$ cat src/rtl/rv32i_types.sv
// Shared RV32I pipeline types: stage registers and fetch-stage definitions.
package rv32i_types;

   localparam logic [31:0] RESET_PC_DEFAULT = 32'h1eceb000;
   localparam int          ORDER_S_W        = 64;

   typedef enum logic {
      ISSUE = 1'b0,
      WAIT  = 1'b1
   } fetch_state_t;

   typedef struct packed {
      logic [31:0]          pc_s;
      logic [31:0]          pc_next_s;
      logic [ORDER_S_W-1:0] order_s;
      logic                 valid_s;
   } if_id_stage_reg_t;

endpackage

$ cat src/rtl/if_fetch.sv
// Instruction-fetch stage: owns the PC, keeps one word read outstanding at a time,
// and discards the response of a request made stale by a redirect.
module if_fetch
   import rv32i_types::*;
#(
   parameter logic [31:0] RESET_PC = RESET_PC_DEFAULT,
   parameter int          ORDER_W  = 64
) (
   input  logic             clk,
   input  logic             rst,
   input  logic             stall_in,
   input  logic             redirect_valid,
   input  logic [31:0]      redirect_pc,
   output logic [31:0]      imem_addr,
   output logic [3:0]       imem_rmask,
   input  logic             imem_resp,
   output logic             fetch_resp_valid,
   output if_id_stage_reg_t if_id_reg
);

   fetch_state_t        state;
   logic [31:0]         pc;
   logic [31:0]         req_pc;
   logic [ORDER_W-1:0]  order;
   logic                drop_pending;

   logic                issue;
   logic                deliver;
   logic [31:0]         redirect_target;
   logic [31:0]         req_pc_next4;

   // rst gates issue so the read mask stays quiet while the stage is held in reset.
   always_comb begin
      issue            = rst && (state == ISSUE) && !stall_in && !redirect_valid;
      deliver          = (state == WAIT) && imem_resp && !drop_pending;
      redirect_target  = redirect_pc & ~32'h3;
      req_pc_next4     = req_pc + 32'd4;
      imem_addr        = (state == ISSUE) ? pc : req_pc;
      imem_rmask       = issue ? 4'hF : 4'h0;
      fetch_resp_valid = deliver;
   end

   // NOTE: all state here uses non-blocking assignments so every register samples
   // pre-edge values; later assignments in the block override earlier defaults.
   always_ff @(posedge clk or negedge rst) begin
      if (!rst) begin
         state        <= ISSUE;
         pc           <= RESET_PC;
         req_pc       <= RESET_PC;
         order        <= '0;
         drop_pending <= 1'b0;
         if_id_reg    <= '0;
      end else begin
         if_id_reg.valid_s <= 1'b0;

         if (state == ISSUE) begin
            if (redirect_valid) begin
               pc <= redirect_target;
            end else if (!stall_in) begin
               req_pc <= pc;
               state  <= WAIT;
            end
         end else begin
            if (imem_resp) begin
               state <= ISSUE;
               if (drop_pending) begin
                  drop_pending <= 1'b0;
               end else begin
                  if_id_reg <= '{pc_s:      req_pc,
                                 pc_next_s: req_pc_next4,
                                 order_s:   ORDER_S_W'(order),
                                 valid_s:   1'b1};
                  order     <= order + ORDER_W'(1);
                  pc        <= req_pc_next4;
               end
            end else if (redirect_valid) begin
               drop_pending <= 1'b1;
            end
            // A redirect always wins the PC, even over a same-cycle sequential update.
            if (redirect_valid) pc <= redirect_target;
         end
      end
   end

endmodule

$ cat config.mk
export PLATFORM = sky130hd
export DESIGN_NAME = if_fetch
export DESIGN_NICKNAME = d
export VERILOG_FILES = /design/src/rtl/rv32i_types.sv /design/src/rtl/if_fetch.sv
export SDC_FILE = /design/constraint.sdc
export NUM_CORES = 1
export LEC_CHECK = 0
export CAP_MARGIN = 20
export CORE_MARGIN = 1.5
export CORE_UTILIZATION = 31
export CTS_CLUSTER_SIZE = 20
export DETAILED_ROUTE_END_ITERATION = 16
export PLACE_DENSITY = 0.49
export SLEW_MARGIN = 20
export SYNTH_ARGS = -nofsm -noshare
export SYNTH_HDL_FRONTEND = slang
export SYNTH_SLANG_ARGS = --single-unit
$ cat constraint.sdc
create_clock -name clk -period 4.7 [get_ports clk]
set_input_delay 0.705 -clock clk [delete_from_list [all_inputs] [get_ports clk]]
set_output_delay 0.705 -clock clk [all_outputs]
set_load 0.005 [all_outputs]
==> results list <==
* Run status: complete, no violations
- Number of nets with antenna violations after routing: 0
* Worst IR drop on VDD: approximately 0.30 mV
- Flip-flop count of the largest register, all copies and words added: 127
- Area delta synth->final: 30.8%
- Number of H-tree levels: 1
- The core region is approximately 36000 um^2.
- PD cells: between 400 and 500 nW/um^2
- Setup total negative slack: 0 ps
* Hold Crit Class: in -> async
- At the placement stage, the worst setup path has a slack of roughly 1400 ps.
- The worst setup path is captured at an output pin.
* Data required time of the worst path: about 4000 ps
- Maximum root-to-sink buffer count: 3
- After clock tree synthesis, the clock-pin slew on the worst setup and hold paths is about 60 ps.
* #FFs+latches synth: 257
- Number of hold violations in the final report: 0
* Total detailed-routing wirelength: 30800 um
* Max Slew Vio Count: 0
- The first detailed-routing pass took 5 iterations.
* Worst Tran Pin Value: 994 ps
- By area, the combinational part of the netlist is dominated by simple AND/OR/NAND/NOR gates.
- Across all setup checks in the final design, the least slack found is roughly 1500 ps.
* Drc violations: 0
* Area enclosed by the die boundary: 37400 um^2
- Number of global-route vias before repair: approximately 8700
- On the final layout, the worst hold slack is 86.4 ps.
- Post-Synth XOR/XNOR Area: 0.0702
- Final min period: about 3200 ps
- Synth Net Count: between 1000 and 1500
* Number of gates given a new drive strength after cts: 0
- Portion of netlist area occupied by mux cells: 0.0602
- TritonCTS built the clock tree.
- The synthesized netlist contains 45 unique library cells.
* Initial core utilization: 0.316
* I/O Pins: between 200 and 250
- Synthesized area divided by synthesized cell count: roughly 10 um^2
- The congestion estimate from routability-driven global placement came to around 0.77.
- CTS placed an instance of clkbuf_16 at the clock tree root.
- Area fraction in and, or, nand and nor cells after synthesis: 0.201
- After clock tree synthesis, the flow added hold-fix buffers numbering 0.
- In the final layout, the share of cells above drive strength 1 is 0.122.
- Detailed placement finished with a half-perimeter wire length of 19700 um.
- Max_slew headroom: 0.336
* Critical path fanouts, max: 37
- Across the run, the number of max-cap violations was 0.
- For the final database, setup skew stands at about 6.2 ps.
* Async set-reset flop share out of synthesis: 1.00
* Number of enable-type register cells in the synthesized netlist: 0
- Combinational share of power: 0.226
- Number of rows in the core area: between 60 and 70
- Sequential share of power: 0.435
- Entering global routing, the biggest net connects between 150 and 200 pins.
- In this run the tool buffered the top-level ports with 200 buffer cells.
- In the final routed layout, each cell accounts on average for about 17 um.
* Nets: 1340
* Clock power frac: 0.339
- Via density per instance: about 4.7
* Sink count of the clock tree: between 200 and 300
- The critical path is of the reg -> out type.
* Die Span Y: ~190 um
- Of the total synthesized cell area, the portion taken by full adders, half adders and majority gates is 0.00223.
* Clock latency reported for the late side of the worst-skew pair: around 550 ps
- Buffer count from post-CTS setup fixing: 0
* Sequential fraction of the synthesis area: 0.575
* Switching fraction of total power: 0.278
* Starting DRC count in detailed routing: between 400 and 500
- Setup repair after global routing missed its margin: no
* Number of cells produced by synthesis: around 1100
- Setup violations remaining at the end of the flow were counted as 0.
- The initial antenna violation count was 3.
* Die outline width: 193 um
* Power Internal: 5.06 mW
- The worst setup path is launched from a flip-flop.
- Routed via count: between 8000 and 9000
- In this run the cell area of the synthesized design comes to between 10000 and 15000 um^2.
- Arrival time worst endpoint: 2460 ps
* First-pass GRT wire length: roughly 50000 um
* Combined global-route utilization of all metal layers: 0.165
* LEAKAGE: 6.58 nW
- Total global routing overflow: 0
- Final period utilization: 0.673
- Compound-Gate Fraction of Synth Area: 0.0594
* Highest clock rate: ~320 MHz
- Yosys printed 0 warnings.
- Net switching power: roughly 2.0 mW
- Clock tree synthesis inserted a total of 30 buffers.
- In the synthesized netlist the dominant register cell turns out to be dfrtp_1.
cell type report:
class	instances	area, um^2
Fill cell	3575	20900
Inverter	22	83.8
Multi-Input combinational cell	780	4430
Clock inverter	8	92.6
Timing Repair Buffer	210	2110
Sequential cell	257	6460
Clock buffer	47	926
Antenna cell	1	2.50
Tap cell	461	577
worst max-delay path, cell delays in order (launching register included):
cell,delay (ps)
dfrtp_2,390
buf_4,530
nand3b_1,300
inv_1,110
clkdlybuf4s50_1,570
cells by family (layout without fill, tap and decap cells):
group                      after synthesis  after routing
adders and majority gates                2              2
AOI/OAI and AO/OA                      118            118
other                                    0              1
xor gates and xnor gates                90             90
and+or+nand+nor                        510            510
buffers and inverters                   84            287
DFF                                    257            257
muxes                                   60             60
routing by layer:
layer  GRT usage  share of wire
met3      0.0509          0.071
met4      0.0339          0.018
met2       0.265           0.46
met1       0.220           0.45
met5           0        0.00088
cells in the final DEF, fill, tap and decap left out, types with 4 or more instances in the layout:
| cell type | count |
|---|---|
| xnor2_1 | 53 |
| buf_4 | 8 |
| dfstp_2 | 24 |
| nor4_1 | 13 |
| or2_2 | 4 |
| nand3_1 | 23 |
| and3_1 | 4 |
| clkbuf_1 | 7 |
| nor4_2 | 4 |
| clkdlybuf4s50_1 | 199 |
| xor2_1 | 37 |
| dfrtp_1 | 232 |
| and4_1 | 5 |
| mux2_2 | 60 |
| a21oi_1 | 9 |
| inv_1 | 21 |
| nor2_1 | 32 |
| nand4_1 | 25 |
| clkbuf_8 | 9 |
| a21o_1 | 7 |
| clkinv_2 | 6 |
| clkbuf_16 | 31 |
| a22oi_1 | 18 |
| nor3_1 | 34 |
| nand2_1 | 346 |
| o21ai_0 | 77 |
synthesized netlist by cell type (9+ instances only):
| cell type | count | area share |
|---|---|---|
| inv_1 | 22 | 0.0074 |
| nand3_1 | 23 | 0.010 |
| o21ai_0 | 77 | 0.034 |
| mux2_2 | 60 | 0.060 |
| a22oi_1 | 18 | 0.012 |
| xnor2_1 | 53 | 0.041 |
| nand2_1 | 346 | 0.12 |
| clkbuf_1 | 42 | 0.014 |
| dfrtp_1 | 233 | 0.52 |
| xor2_1 | 37 | 0.029 |
| nor4_1 | 13 | 0.0072 |
| buf_1 | 12 | 0.0040 |
| nor3_1 | 35 | 0.016 |
| nand4_1 | 25 | 0.014 |
| a21oi_1 | 9 | 0.0040 |
| nor2_1 | 33 | 0.011 |
| dfstp_2 | 24 | 0.056 |
per-stage QoR:
stage | total power, mW | util | instances | cell area [um^2]
after global placement | 4.69 | 0.383 | 1729 | 13600
after detailed placement | 4.69 | 0.383 | 1729 | 13600
after floorplan | 3.61 | - | 1121 | 11200
final | 7.01 | 0.413 | 1786 | 14700
after CTS | 7.13 | 0.412 | 1784 | 14700
after global routing | 7.43 | 0.413 | 1785 | 14700
power by group through the flow:
| stage | Clock, mW | Combinational [mW] | Sequential [mW] |
|---|---|---|---|
| 2_1_floorplan | 0 | 0.609 | 3.00 |
| 3_3_place_gp | 0 | 1.60 | 3.08 |
| 3_5_place_dp | 0 | 1.60 | 3.09 |
| 4_1_cts | 2.45 | 1.62 | 3.06 |
| 5_1_grt | 2.54 | 1.76 | 3.13 |
| 6_report | 2.38 | 1.58 | 3.05 |
path summary, 6_finish.rpt:
path / from / endpoint / slack (ps) / cells past startpoint
worst max-delay path: state / fetch_resp_valid / 1540 / 4
worst min-delay path: rst / if_id_reg[18] / 90 / 1
worst max register to register: state / order[48] / 1690 / 7
worst min register to register: if_id_reg[26] / if_id_reg[26] / 470 / 2
max in group asynchronous: rst / req_pc[16] / 3380 / 2
min in group clk: if_id_reg[26] / if_id_reg[26] / 470 / 2
Power figures use the tool's default switching activity.
